**config.mk**
```make
export PLATFORM = sky130hd
export DESIGN_NAME = tff_count_ctrl
export DESIGN_NICKNAME = d
export VERILOG_FILES = /design/src/rtl/tff_count_ctrl_pkg.sv /design/src/rtl/tff_count_ctrl_step_gen.sv /design/src/rtl/tff_count_ctrl.sv
export SDC_FILE = /design/constraint.sdc
export NUM_CORES = 1
export LEC_CHECK = 0
export CAP_MARGIN = 10
export CORE_ASPECT_RATIO = 0.9
export CORE_UTILIZATION = 40
export CTS_BUF_LIST = sky130_fd_sc_hd__clkbuf_16
export DETAILED_ROUTE_END_ITERATION = 10
export PLACE_DENSITY_LB_ADDON = 0.25
export SKIP_CTS_REPAIR_TIMING = 1
export SYNTH_ARGS = -nofsm -noshare
export SYNTH_HDL_FRONTEND = slang
export SYNTH_HIERARCHICAL = 1
export SYNTH_SLANG_ARGS = --single-unit
```
**constraint.sdc**
```tcl
create_clock -name clk -period 2.8 [get_ports clk]
set_input_delay 0.7 -clock clk [delete_from_list [all_inputs] [get_ports clk]]
set_output_delay 0.7 -clock clk [all_outputs]
set_load 0.01 [all_outputs]
```
**src/rtl/tff_count_ctrl_pkg.sv**
```systemverilog
// Shared definitions for the T-FF bank sequencer: FSM state encodings and default sizes.
package tff_count_ctrl_pkg;

   typedef enum logic [1:0] {
      ST_INIT = 2'd0,
      ST_IDLE = 2'd1,
      ST_LOAD = 2'd2,
      ST_RUN  = 2'd3
   } state_e;

   localparam int DEF_N      = 4;
   localparam int DEF_WRAP_W = 8;

endpackage

```
**src/rtl/tff_count_ctrl_step_gen.sv**
```systemverilog
// Combinational step generator: T inputs that move the bank one count up or down
// within the programmed modulus, plus a flag when that step is a wrap.
module tff_step_gen
   import tff_count_ctrl_pkg::*;
#(
   parameter int N = DEF_N
) (
   input  logic [N-1:0] q,
   input  logic [N-1:0] modulus,
   input  logic         up_down,
   output logic [N-1:0] t_step,
   output logic         wrap
);

   logic [N-1:0] max_val;
   logic [N-1:0] t_inc;
   logic [N-1:0] t_dec;

   // A modulus of zero selects the full 2^N range.
   assign max_val = (modulus == '0) ? '1 : (modulus - {{(N-1){1'b0}}, 1'b1});

   assign t_inc[0] = 1'b1;
   assign t_dec[0] = 1'b1;

   generate
      for (genvar gi = 1; gi < N; gi++) begin : g_ripple
         assign t_inc[gi] = &q[gi-1:0];
         assign t_dec[gi] = &(~q[gi-1:0]);
      end
   endgenerate

   always_comb begin
      wrap   = 1'b0;
      t_step = '0;
      if (up_down) begin
         // Out-of-range values also land here, so they wrap straight to zero.
         wrap   = (q >= max_val);
         t_step = wrap ? q : t_inc;
      end else begin
         wrap   = (q == '0);
         t_step = wrap ? (q ^ max_val) : t_dec;
      end
   end

endmodule

```
**src/rtl/tff_count_ctrl.sv**
```systemverilog
// Sequencer that turns an external, unreset T-FF bank into a loadable modulo up/down
// counter: clears the bank, loads it, steps it, and counts wrap-arounds.
module tff_count_ctrl
   import tff_count_ctrl_pkg::*;
#(
   parameter int N      = DEF_N,
   parameter int WRAP_W = DEF_WRAP_W
) (
   input  logic              clk,
   input  logic              rst,
   input  logic              start,
   input  logic              stop,
   input  logic              en,
   input  logic              up_down,
   input  logic [N-1:0]      load_val,
   input  logic [N-1:0]      modulus,
   input  logic [N-1:0]      q_in,
   output logic [N-1:0]      t_out,
   output logic              busy,
   output logic              tc_pulse,
   output logic [WRAP_W-1:0] wrap_cnt
);

   state_e              state_q, state_d;
   logic                tc_pulse_q, tc_pulse_d;
   logic [WRAP_W-1:0]   wrap_cnt_q, wrap_cnt_d;
   logic [N-1:0]        t_step;
   logic                step_wrap;
   logic                wrap_event;

   tff_step_gen #(.N(N)) u_step_gen (
      .q       (q_in),
      .modulus (modulus),
      .up_down (up_down),
      .t_step  (t_step),
      .wrap    (step_wrap)
   );

   // stop beats both the enable and a pending wrap.
   assign wrap_event = (state_q == ST_RUN) && en && !stop && step_wrap;

   always_ff @(posedge clk) begin
      if (rst) begin
         state_q <= ST_INIT;
      end else begin
         state_q <= state_d;
      end
   end

   always_comb begin
      state_d = state_q;
      case (state_q)
         ST_INIT: state_d = ST_IDLE;
         ST_IDLE: if (start) state_d = ST_LOAD;
         ST_LOAD: state_d = stop ? ST_IDLE : ST_RUN;
         ST_RUN:  if (stop) state_d = ST_IDLE;
         default: state_d = ST_INIT;
      endcase
   end

   // Under reset the bank is cleared straight away, so no stray step escapes.
   always_comb begin
      t_out = '0;
      busy  = 1'b0;
      if (rst) begin
         t_out = q_in;
      end else begin
         case (state_q)
            ST_INIT: t_out = q_in;
            ST_IDLE: t_out = '0;
            ST_LOAD: begin
               busy  = 1'b1;
               t_out = stop ? '0 : (q_in ^ load_val);
            end
            ST_RUN: begin
               busy  = 1'b1;
               t_out = (stop || !en) ? '0 : t_step;
            end
            default: t_out = '0;
         endcase
      end
   end

   always_comb begin
      tc_pulse_d = wrap_event;
      wrap_cnt_d = wrap_cnt_q;
      if ((state_q == ST_IDLE) && start) begin
         wrap_cnt_d = '0;
      end else if (wrap_event && (wrap_cnt_q != '1)) begin
         wrap_cnt_d = wrap_cnt_q + 1'b1;
      end
   end

   always_ff @(posedge clk) begin
      if (rst) begin
         tc_pulse_q <= 1'b0;
         wrap_cnt_q <= '0;
      end else begin
         tc_pulse_q <= tc_pulse_d;
         wrap_cnt_q <= wrap_cnt_d;
      end
   end

   assign tc_pulse = tc_pulse_q;
   assign wrap_cnt = wrap_cnt_q;

endmodule

```
# Word-level counts from Yosys, hierarchy flattened
# Index checks and enable logic that the tools add are counted.
dict set report classes {
  add_sub_neg 2
  multipliers 0
  n_div 0
  n_lt_le_gt_ge 1
  n_eq_ne 6
  n_shift 0
  n_mux 15
  n_bitwise 5
  reduce_logical 18
}
# operator n
set ops {}
lappend ops {{$mux 4} 7}
lappend ops {{$pmux 4 s4} 1}
lappend ops {{$add 8x1->8 const B} 1}
lappend ops {{$logic_not 4->1} 2}
lappend ops {{$ne 8x8->1 const B} 1}
lappend ops {{$pmux 2 s4} 1}
lappend ops {{$xor 4x4->4} 2}
lappend ops {{$mux 2} 3}
lappend ops {{$reduce_and 2->1} 3}
lappend ops {{$reduce_and 3->1} 2}
lappend ops {{$logic_and 1x1->1} 5}
lappend ops {{$eq 2x2->1 const B} 2}
lappend ops {{$ge 4x4->1} 1}
lappend ops {{$ne 2x2->1 const B} 2}
lappend ops {{$reduce_or 2->1} 2}
lappend ops {{$sub 4x1->4 const B} 1}
lappend ops {{$mux 1} 3}
lappend ops {{$not 3->3} 1}
lappend ops {{$eq 2x1->1 const B} 1}
lappend ops {{$logic_not 1->1} 2}
lappend ops {{$logic_not 2->1} 1}
lappend ops {{$not 2->2} 1}
lappend ops {{$logic_or 1x1->1} 1}
lappend ops {{$not 1->1} 1}
dict set report word_totals {
  reg_bits 11
  latch_bits 0
  ram_bits 0
  romBits 0
  input_bits 18
  out_inout_bits 14
  elab_cells 50
  n_memories 0
}

# Logic depth before layout (Yosys ltp)
# Gate-level depths: netlist of run 1.
dict set report logic_depth {
  depth_word 8
  ltp_mapped 13
  depth_no_buf 13
}

# By module
# The synthesis of run 1 kept the hierarchy.
# module n_inst cells_each area_each_um2 seq_area_each_um2
set by_module_without_submodules {}
lappend by_module_without_submodules {tff_count_ctrl 1 95 740.7 220.2}
lappend by_module_without_submodules {tff_step_gen 1 48 331.6 0.0}

# Worst setup path after synthesis of run 1
# OpenSTA, ideal clock, no wires.
dict set report synth_timing {
  path_kind {input port to output port}
  start {input port modulus[0]}
  end {output port t_out[1]}
  t_arrival_ns 2.428
  t_required_ns 2.100
  path_slack_ns -0.328
  cell_stages 11
  cell_sequence {inv_1 ha_1 nand2_1 nand2_1 ha_1 nand2b_4 a211oi_4 nor4_1 nor4b_2 a21oi_1 o21ai_0}
}
dict set report synth_via {
  elab_chain_cells 8
}
# element line
set synth_lines {}
lappend synth_lines {{start: declaration} tff_count_ctrl.sv:16} ;# input logic [N-1:0] modulus,
lappend synth_lines {{$sub 4x1->4 or $logic_not 4->1 (tied branches)} tff_count_ctrl_step_gen.sv:20} ;# assign max_val = (modulus == '0) ? '1 : (modulus - {{(N-1){1'b0}}, 1'b1});
lappend synth_lines {{$mux 4 *} tff_count_ctrl_step_gen.sv:20}
lappend synth_lines {{$ge 4x4->1 or $xor 4x4->4 (tied branches)} {tff_count_ctrl_step_gen.sv:37, tff_count_ctrl_step_gen.sv:41}}
lappend synth_lines {{$mux 4 (on tied branches)} {tff_count_ctrl_step_gen.sv:38, tff_count_ctrl_step_gen.sv:41}}
lappend synth_lines {{$mux 4 *} tff_count_ctrl_step_gen.sv:35} ;# if (up_down) begin
lappend synth_lines {{named net t_step[1]} tff_count_ctrl.sv:27} ;# logic [N-1:0] t_step;
lappend synth_lines {{$mux 4 *} tff_count_ctrl.sv:77} ;# t_out = (stop || !en) ? '0 : t_step;
lappend synth_lines {{$pmux 4 s4 *} tff_count_ctrl.sv:68} ;# case (state_q)
lappend synth_lines {{$mux 4 *} tff_count_ctrl.sv:65} ;# if (rst) begin
lappend synth_lines {{end: declaration} tff_count_ctrl.sv:18} ;# output logic [N-1:0] t_out,
# The timed path passes the listed nets; every way through them passes the cells marked *.

# Worst setup path after layout of run 1
dict set report layout_timing {
  start {input port modulus[1]}
  end {output port t_out[3]}
}
# Same word-level chain as after synthesis.

==> reports/results.txt, run 1 <==
The depth of the most critical reg-to-reg path is 5. For this run the aggregate overflow at the end of global routing stands at 0. The worst path needs 3.28 ns of the cycle, external delays included. CTS placed an instance of sky130_fd_sc_hd__clkbuf_16 at the clock tree root. The count of nets left with antenna violations once routing finished came out at 0. On the final layout, the worst clock skew is 0.00307 ns. The worst-case IR drop observed on VDD is 0.616 mV. The net count of the finished layout was 231; the clock-pin transition on the worst setup and hold timing paths was 0.04 ns.

The final reports fail on setup timing. The number of flops mapped to enable cells by yosys came out at 0. The setup violation total in the final timing report is 5, and the clock insertion delay at the later pin of the skew report is 0.25 ns.

Global routing usage summed across all routing layers: 21.2%. In the routed layout, each cell is associated on average with a via count of 5.67. TritonCTS built the clock tree. Setup repair after global routing could not meet its margin everywhere.

The detailed router placed 1305 vias in this run. The class of the most critical setup path is input pin to output pin. Headroom to the max-slew limit came out at 71.0%.

Counting the fill cells in the layout gives 192. For this run, the register share of the synthesized area comes to 20.5%. STA puts the critical path data required time at 2.10 ns. The static power due to leakage was 0.800 nW; the number of distinct library cells after synthesis was 42.

The worst min-delay path category was flop to flop. Fraction of synthesis flops using an asynchronous set or reset pin: 0%. The logs give 2890 um2 for the full die area and 220 um2 for the sequential cell area.

The final count of hold timing violations is 0. The region available for standard cell placement spans 2490 um2. In this run the tool buffered the top-level ports with 31 buffer cells.

The smallest setup slack after layout came out at -0.483 ns. Once layout is complete, the utilization of the core stands at 77.0%. The run gives 2 as the maximum number of buffers from clock root to sink. The initial antenna violation count was 0. Prevailing post-synth register cell: sky130_fd_sc_hd__dfxtp_1. Setup slack on the worst reg-to-reg path comes out at 1.16 ns. The run finished, with violations left. The average instance in the mapped netlist occupies 7.50 um2. The tools report the beginning of the worst register-to-register path as state_q[0]$_SDFFE_PP0P_. The tools report the row count as 17.

Synthesis produced 143 cells. For this block, the routed nets add up to 3.40 mm of wire. The die outline width is 56.6 um. For this design the top-level I/O count stands at 32. Compared with the post-synthesis result, the final layout area differs by 78.8%. STA classifies the critical path startpoint as an input pin. The HPWL after detailed placement is 2.33 mm. Across the run, the number of max-cap violations was 0.

Of the available clock period, the critical path in the final layout requires 117%. After detailed routing, the average wire length per cell comes to 14.8 um. The via count of the first global-routing pass was 1166.

The cell depth of the worst hold path came out at 1. The first TritonRoute pass finished after 4 iterations. In this run the cell area of the synthesized design comes to 1070 um2. The startpoint identified for the worst hold timing path is wrap_cnt[7]$_SDFFE_PP0P_.

Static timing analysis puts the maximum clock frequency at 305 MHz. The logs give 11 for the TritonCTS sink count and 1010 um2 for the area used by multi-input combinational logic. The clock buffer count from CTS was 3; the minimum setup slack after placement was -1.49 ns.

The path with the worst hold slack has its endpoint at wrap_cnt[7]$_SDFFE_PP0P_. For the number of design rule violations left after detail routing, the log shows 0. In this run the worst path has a maximum fanout of 4. For the number of pins exceeding their max-slew limit in the final report, the log shows 0. The logs give 0.535 ns for the worst hold slack after final layout and 6 for the number of warning messages in the yosys log.

The number of DRC markers in iteration 0 is 42. The tools report the end of the worst register-to-register path as wrap_cnt[7]$_SDFFE_PP0P_. For the final RePlAce weighted congestion, the log shows 0.820. Synthesis inferred 11 register bits.

The die is 51.1 um tall. Once the floorplan was initialized, standard cells occupied 43.1% of the core. The number of inserted diodes came out at 0. For the pin with the worst max-slew slack, the measured transition is 0.436 ns.

The tools report the type of element capturing the critical path as an output pin. The number of nets in the synthesized netlist is 171. The first global-routing pass estimated 4.83 mm of wire. Dividing total power by cell area gives a power density of 352 nW/um2. H-tree level count: 1.

The fraction of final layout cells with drive strength greater than 1 came out at 35.6%. Largest net degree at the start of global routing: 10. At the worst endpoint, the arrival time is 2.58 ns.
[synthesized netlist by cell type, types with 2 or more instances]
library cell | n | area (um2)
sky130_fd_sc_hd__a211oi_1 | 3 | 22.5
sky130_fd_sc_hd__a21oi_1 | 16 | 80.1
sky130_fd_sc_hd__dfxtp_1 | 11 | 220
sky130_fd_sc_hd__ha_1 | 10 | 125
sky130_fd_sc_hd__inv_1 | 11 | 41.3
sky130_fd_sc_hd__mux2i_1 | 3 | 30.0
sky130_fd_sc_hd__nand2_1 | 13 | 48.8
sky130_fd_sc_hd__nand2b_1 | 3 | 18.8
sky130_fd_sc_hd__nor2_1 | 21 | 78.8
sky130_fd_sc_hd__nor3_1 | 3 | 15.0
sky130_fd_sc_hd__nor3b_1 | 4 | 30.0
sky130_fd_sc_hd__nor4_1 | 4 | 25.0
sky130_fd_sc_hd__o21ai_0 | 9 | 45.0
sky130_fd_sc_hd__o22ai_1 | 2 | 12.5
sky130_fd_sc_hd__xnor2_1 | 3 | 26.3
[stage by stage]
stage	power, mW	cell area (um2)	std cells	setup TNS (ns)
after floorplan	0.271	1130	143	-0.287
after global placement	0.360	1620	222	-11.45
after detailed placement	0.369	1620	222	-12.35
after CTS	0.634	1700	226	-10.28
after global routing	0.705	1920	230	-2.39
final	0.674	1920	230	-1.80
[sequential cells by signal, summed over array words and instances (netlist names)]
name      count
state_q       2
tc_pulse      1
wrap_cnt      8
[cells in the final DEF (no fill, tap or decap), types with 2 or more instances in the layout]
| cell | count |
|---|---|
| sky130_fd_sc_hd__buf_4 | 24 |
| sky130_fd_sc_hd__nor2_1 | 21 |
| sky130_fd_sc_hd__clkdlybuf4s50_1 | 21 |
| sky130_fd_sc_hd__dfxtp_1 | 11 |
| sky130_fd_sc_hd__a21oi_1 | 10 |
| sky130_fd_sc_hd__nand2_1 | 10 |
| sky130_fd_sc_hd__inv_1 | 9 |
| sky130_fd_sc_hd__o21ai_0 | 5 |
| sky130_fd_sc_hd__o21ai_2 | 5 |
| sky130_fd_sc_hd__a21oi_2 | 5 |
| sky130_fd_sc_hd__ha_1 | 5 |
| sky130_fd_sc_hd__nor3b_1 | 4 |
| sky130_fd_sc_hd__dlymetal6s2s_1 | 4 |
| sky130_fd_sc_hd__buf_2 | 4 |
| sky130_fd_sc_hd__ha_4 | 4 |
| sky130_fd_sc_hd__nand2b_1 | 3 |
| sky130_fd_sc_hd__nand2_2 | 3 |
| sky130_fd_sc_hd__xnor2_1 | 3 |
| sky130_fd_sc_hd__clkbuf_16 | 3 |
| sky130_fd_sc_hd__mux2i_1 | 2 |
| sky130_fd_sc_hd__a211oi_1 | 2 |
| sky130_fd_sc_hd__nor4_2 | 2 |
| sky130_fd_sc_hd__nor4_4 | 2 |
| sky130_fd_sc_hd__nor3_1 | 2 |
| sky130_fd_sc_hd__o22ai_1 | 2 |
[report_power, final]
group	internal, mW	switching (mW)	total (mW)
combinational	0.126	0.119	0.245
clock	0.188	0.0779	0.266
sequential	0.160	0.00262	0.163
[how the worst max path moves through the flow]
stage / start / endpoint / slack (ns) / depth (start not counted)
3_3_place_gp: modulus[1] / t_out[1] / -1.39 / 13
5_1_grt: modulus[3] / t_out[2] / -0.54 / 13
2_1_floorplan: modulus[1] / t_out[1] / -0.16 / 11
4_1_cts: modulus[1] / t_out[1] / -1.51 / 13
6_report: modulus[1] / t_out[3] / -0.48 / 14
3_5_place_dp: modulus[1] / t_out[1] / -1.49 / 13
[worst max-delay path, stage by stage]
cell and delay (ns):
sky130_fd_sc_hd__buf_12 0.11, sky130_fd_sc_hd__inv_12 0.04, sky130_fd_sc_hd__ha_4 0.14, sky130_fd_sc_hd__nand2_2 0.05
sky130_fd_sc_hd__nand2_2 0.07, sky130_fd_sc_hd__ha_4 0.20, sky130_fd_sc_hd__nand2b_4 0.14, sky130_fd_sc_hd__a211oi_4 0.31
sky130_fd_sc_hd__buf_6 0.16, sky130_fd_sc_hd__o21ai_4 0.08, sky130_fd_sc_hd__mux2i_2 0.24, sky130_fd_sc_hd__a21oi_2 0.09
sky130_fd_sc_hd__o21ai_2 0.11, sky130_fd_sc_hd__buf_2 0.13
[area by class of cell]
type / count / share of cell area (%)
multi-input cells: 120 / 52.9
repair buffers: 56 / 26.4
flip-flops and latches: 11 / 11.5
clock buffers: 3 / 3.92
inverters: 11 / 3.20
well taps: 28 / 1.83
clock inverters: 1 / 0.196
[cell families after synthesis]
logic type      count (synthesis)  synth area share [%]
simple gates                   59                  29.2
flops                          11                  20.5
compound gates                 44                  28.2
mux                             3                  2.80
fa+ha+maj                      10                  11.7
xor+xnor                        4                  3.27
buf+inv                        12                  4.32
[metal layers]
metal / vias up / GRT usage, % / wire length [um]
met2: 50 / 38.6 / 1760
met5: - / 0 / 0
met1: 604 / 24.7 / 1410
met4: 0 / 4.47 / 68
li1: 642 / - / -
met3: 9 / 5.82 / 170
No activity file was read; power rests on OpenSTA's default activity.
==> run 2: changes to the inputs <==
--- a/config.mk
+++ b/config.mk
@@ -7,2 +7,3 @@
 export LEC_CHECK = 0
+export ABC_CLOCK_PERIOD_IN_PS = 2800
 export CAP_MARGIN = 10
@@ -11,2 +12,3 @@
 export CTS_BUF_LIST = sky130_fd_sc_hd__clkbuf_16
+export CTS_CLUSTER_DIAMETER = 200
 export DETAILED_ROUTE_END_ITERATION = 10
==> constraint.sdc (replaced) <==
create_clock -name clk -period 2.8 [get_ports clk]
set_input_delay 0.42 -clock clk [delete_from_list [all_inputs] [get_ports clk]]
set_output_delay 0.42 -clock clk [all_outputs]
set_load 0.01 [all_outputs]
==> reports/results.txt, run 2 (same netlist as run 1, synthesis figures left out) <==
Average routed wire per standard cell: 14.4 um (-2.6%). The maximum number of buffers from clock root to sink came out at 2 (unchanged). The flow ran to the end, and the final reports show no timing, DRC or antenna violations. The data arrival at the endpoint of the critical path was 2.36 ns (-0.22 ns); the switching part of the total power was 27.8% (-1.8 points). The fmax was 360 MHz (+18%); the setup violation total in the final timing report was 0 (-5). The H-tree level count was 1 (unchanged); the worst slew margin relative to its limit was 67.2% (-3.8 points).

Setup repair after global routing could not meet its margin everywhere. The first-pass detailed-route iteration total was 4 (unchanged). By startpoint and endpoint, the worst setup path is classified as input pin to output pin.

The post-layout minimum cycle time was 2.78 ns (-0.504 ns). The number of design rule violations left after detail routing is 0 (unchanged). The fraction of final layout cells with drive strength greater than 1 came out at 26.4% (-9.2 points). The ratio of routed vias to standard cells works out to 5.78 (+1.9%).

The HPWL after detailed placement was 2.36 mm (+1.3%). The run gives 34.7% (-1.7 points) as the share of total power in combinational logic. The logs give 0 (unchanged) for the overall overflow remaining after global route and 1530 um2 (-5.6%) for the instance area at placement. The tools report the worst supply voltage drop on vdd as 0.353 mV (-43%).

The clock-pin transition on the worst setup and hold timing paths works out to 0.04 ns (about the same). The number of inserted diodes is 0 (unchanged). The tools report the worst hold slack after final layout as 0.522 ns (-0.0126 ns).

The final RePlAce weighted congestion is 0.859 (+4.8%). The share of power burned in registers is 25.3% (+1.1 points), and the via count of the first global-routing pass is 1210 (+3.8%). The tools report the worst clock skew as 0.00109 ns (-0.00199 ns).

The reported net switching power is 0.179 mW (-10%). The share of power burned in the clock network is 40.0% (+0.5 points). The number of port buffers was 31 (unchanged); the clock insertion delay at the later pin of the skew report was 0.24 ns (about the same). The power density over the cells was 371 nW/um2 (+5.4%); the overall routed net length was 3.25 mm (-4.7%).

The final cycle utilization of the critical path was 99.3% (-18 points); the aggregate negative setup slack was 0 ns (+1.80 ns). The TritonCTS sink count is 11 (unchanged), and the layout overhead on the synthesized area is 62.2%. The data required time of the critical path was 2.38 ns (+0.28 ns). The number of DRC markers in iteration 0 came out at 46 (+9.5%).

Clock buffer count from CTS: 3 (unchanged). STA classifies the critical path startpoint as an input pin. For the internal power, the log shows 0.466 mW (-1.9%). The run gives 9 (-1) as the largest net degree at the start of global routing.

TritonCTS built the clock tree. The total power of the final layout is 0.645 mW (-4.3%). Global routing usage summed across all routing layers: 21.9% (+0.78 points). The run gives 2490 um2 (unchanged) as the core area. The static power due to leakage was 0.720 nW (-10%). In this run the clock root is driven by a sky130_fd_sc_hd__clkbuf_16. The tools report the initial core utilization as 43.1% (unchanged).

The run gives 5.06 mm (+4.7%) as the wire length of the first global-routing pass. The antenna violation net count after detailed routing is 0 (unchanged), and the count of vias placed by the detailed router is 1301 (-0.31%). The final count of hold timing violations was 0 (unchanged); the reported max-cap violation count was 0 (unchanged). The die outline width works out to 56.6 um (unchanged). The top cell types in the final layout, fill and taps aside, are sky130_fd_sc_hd__nor2_1 (21), sky130_fd_sc_hd__clkdlybuf4s50_1 (21), sky130_fd_sc_hd__buf_4 (19). The final design instance area without fill was 1740 um2 (-9.3%); the number of I/O pins was 32 (unchanged). In this run the worst hold path is classified as flop to flop. For the full die area, the log shows 2890 um2 (unchanged).

Number of pins exceeding their max-slew limit in the final report: 0 (unchanged). The highest net fanout along the worst path is 2 (-2). The logs give 226 (-2.2%) for the net count of the finished layout and 0 (unchanged) for the initial antenna violation count. The row count was 17 (unchanged); the transition time at the pin with the least slew margin was 0.489 ns (+0.0534 ns).

End-of-flow core utilization: 69.9% (-7.1 points). The type of element capturing the critical path was an output pin. The flip-flop count of the largest register, all copies and words added came out at 8 (unchanged). The height of the chip was 51.1 um (unchanged).
-- run 2: cell types whose count changed in the layout (fill, tap and decap cells not counted), sizes merged --
| cell | before | now |
|---|---|---|
| buf | 31 | 23 |
| dlymetal6s2s | 4 | 3 |
| clkbuf | 3 | 7 |
-- run 2: stage by stage --
step / cells / setup slack (ns)
finish: 225 / 0.0208
global route: 225 / -0.0232
CTS: 221 / -0.874
detailed placement: 217 / -0.875
global placement: 217 / -0.751
floorplan: 143 / 0.232
-- run 2: routing by layer --
metal / GRT usage, % / vias up / wire [um] / part of all wire, %
li1: - / 633 / - / -
met1: 25.4 / 624 / 1400 / 43
met2: 41.2 / 42 / 1690 / 52
met3: 4.30 / 2 / 159 / 4.9
met4: 5.69 / 0 / 3 / 0.092
met5: 0 / - / 0 / 0
-- run 2: final cells by class --
cell class	count	area, um2
timing repair buffer	51	449
multi-input combinational	120	910
tap	28	35.0
clock inverter	1	3.75
sequential	11	220
clock buffer	3	75.1
inverter	11	46.3
fill	204	749
-- run 2: power by group through the flow --
stage / sequential, mW / clock, mW / combinational, mW
after CTS: 0.163 / 0.264 / 0.183
after detailed placement: 0.166 / 0 / 0.181
after global routing: 0.163 / 0.274 / 0.239
final: 0.163 / 0.258 / 0.224
after global placement: 0.166 / 0 / 0.174
after floorplan: 0.165 / 0 / 0.0963
-- run 2: worst max-delay path: stages --
cell and delay, ns:
sky130_fd_sc_hd__buf_6 0.10, sky130_fd_sc_hd__buf_6 0.11, sky130_fd_sc_hd__or3_4 0.35, sky130_fd_sc_hd__a21oi_2 0.13, sky130_fd_sc_hd__ha_1 0.28, sky130_fd_sc_hd__buf_4 0.16
sky130_fd_sc_hd__a21oi_2 0.13, sky130_fd_sc_hd__a22oi_1 0.08, sky130_fd_sc_hd__mux2i_1 0.19, sky130_fd_sc_hd__a21oi_1 0.09, sky130_fd_sc_hd__o21ai_1 0.16, sky130_fd_sc_hd__buf_2 0.15
-- run 2: final timing paths --
kind,from,to,slack [ns],cells past startpoint
setup / recovery,modulus[0],t_out[3],0.02,12
hold / removal,wrap_cnt[7]$_SDFFE_PP0P_,wrap_cnt[7]$_SDFFE_PP0P_,0.52,1
setup reg to reg,state_q[1]$_SDFFE_PP0P_,wrap_cnt[7]$_SDFFE_PP0P_,1.15,5
hold reg to reg,wrap_cnt[7]$_SDFFE_PP0P_,wrap_cnt[7]$_SDFFE_PP0P_,0.52,1
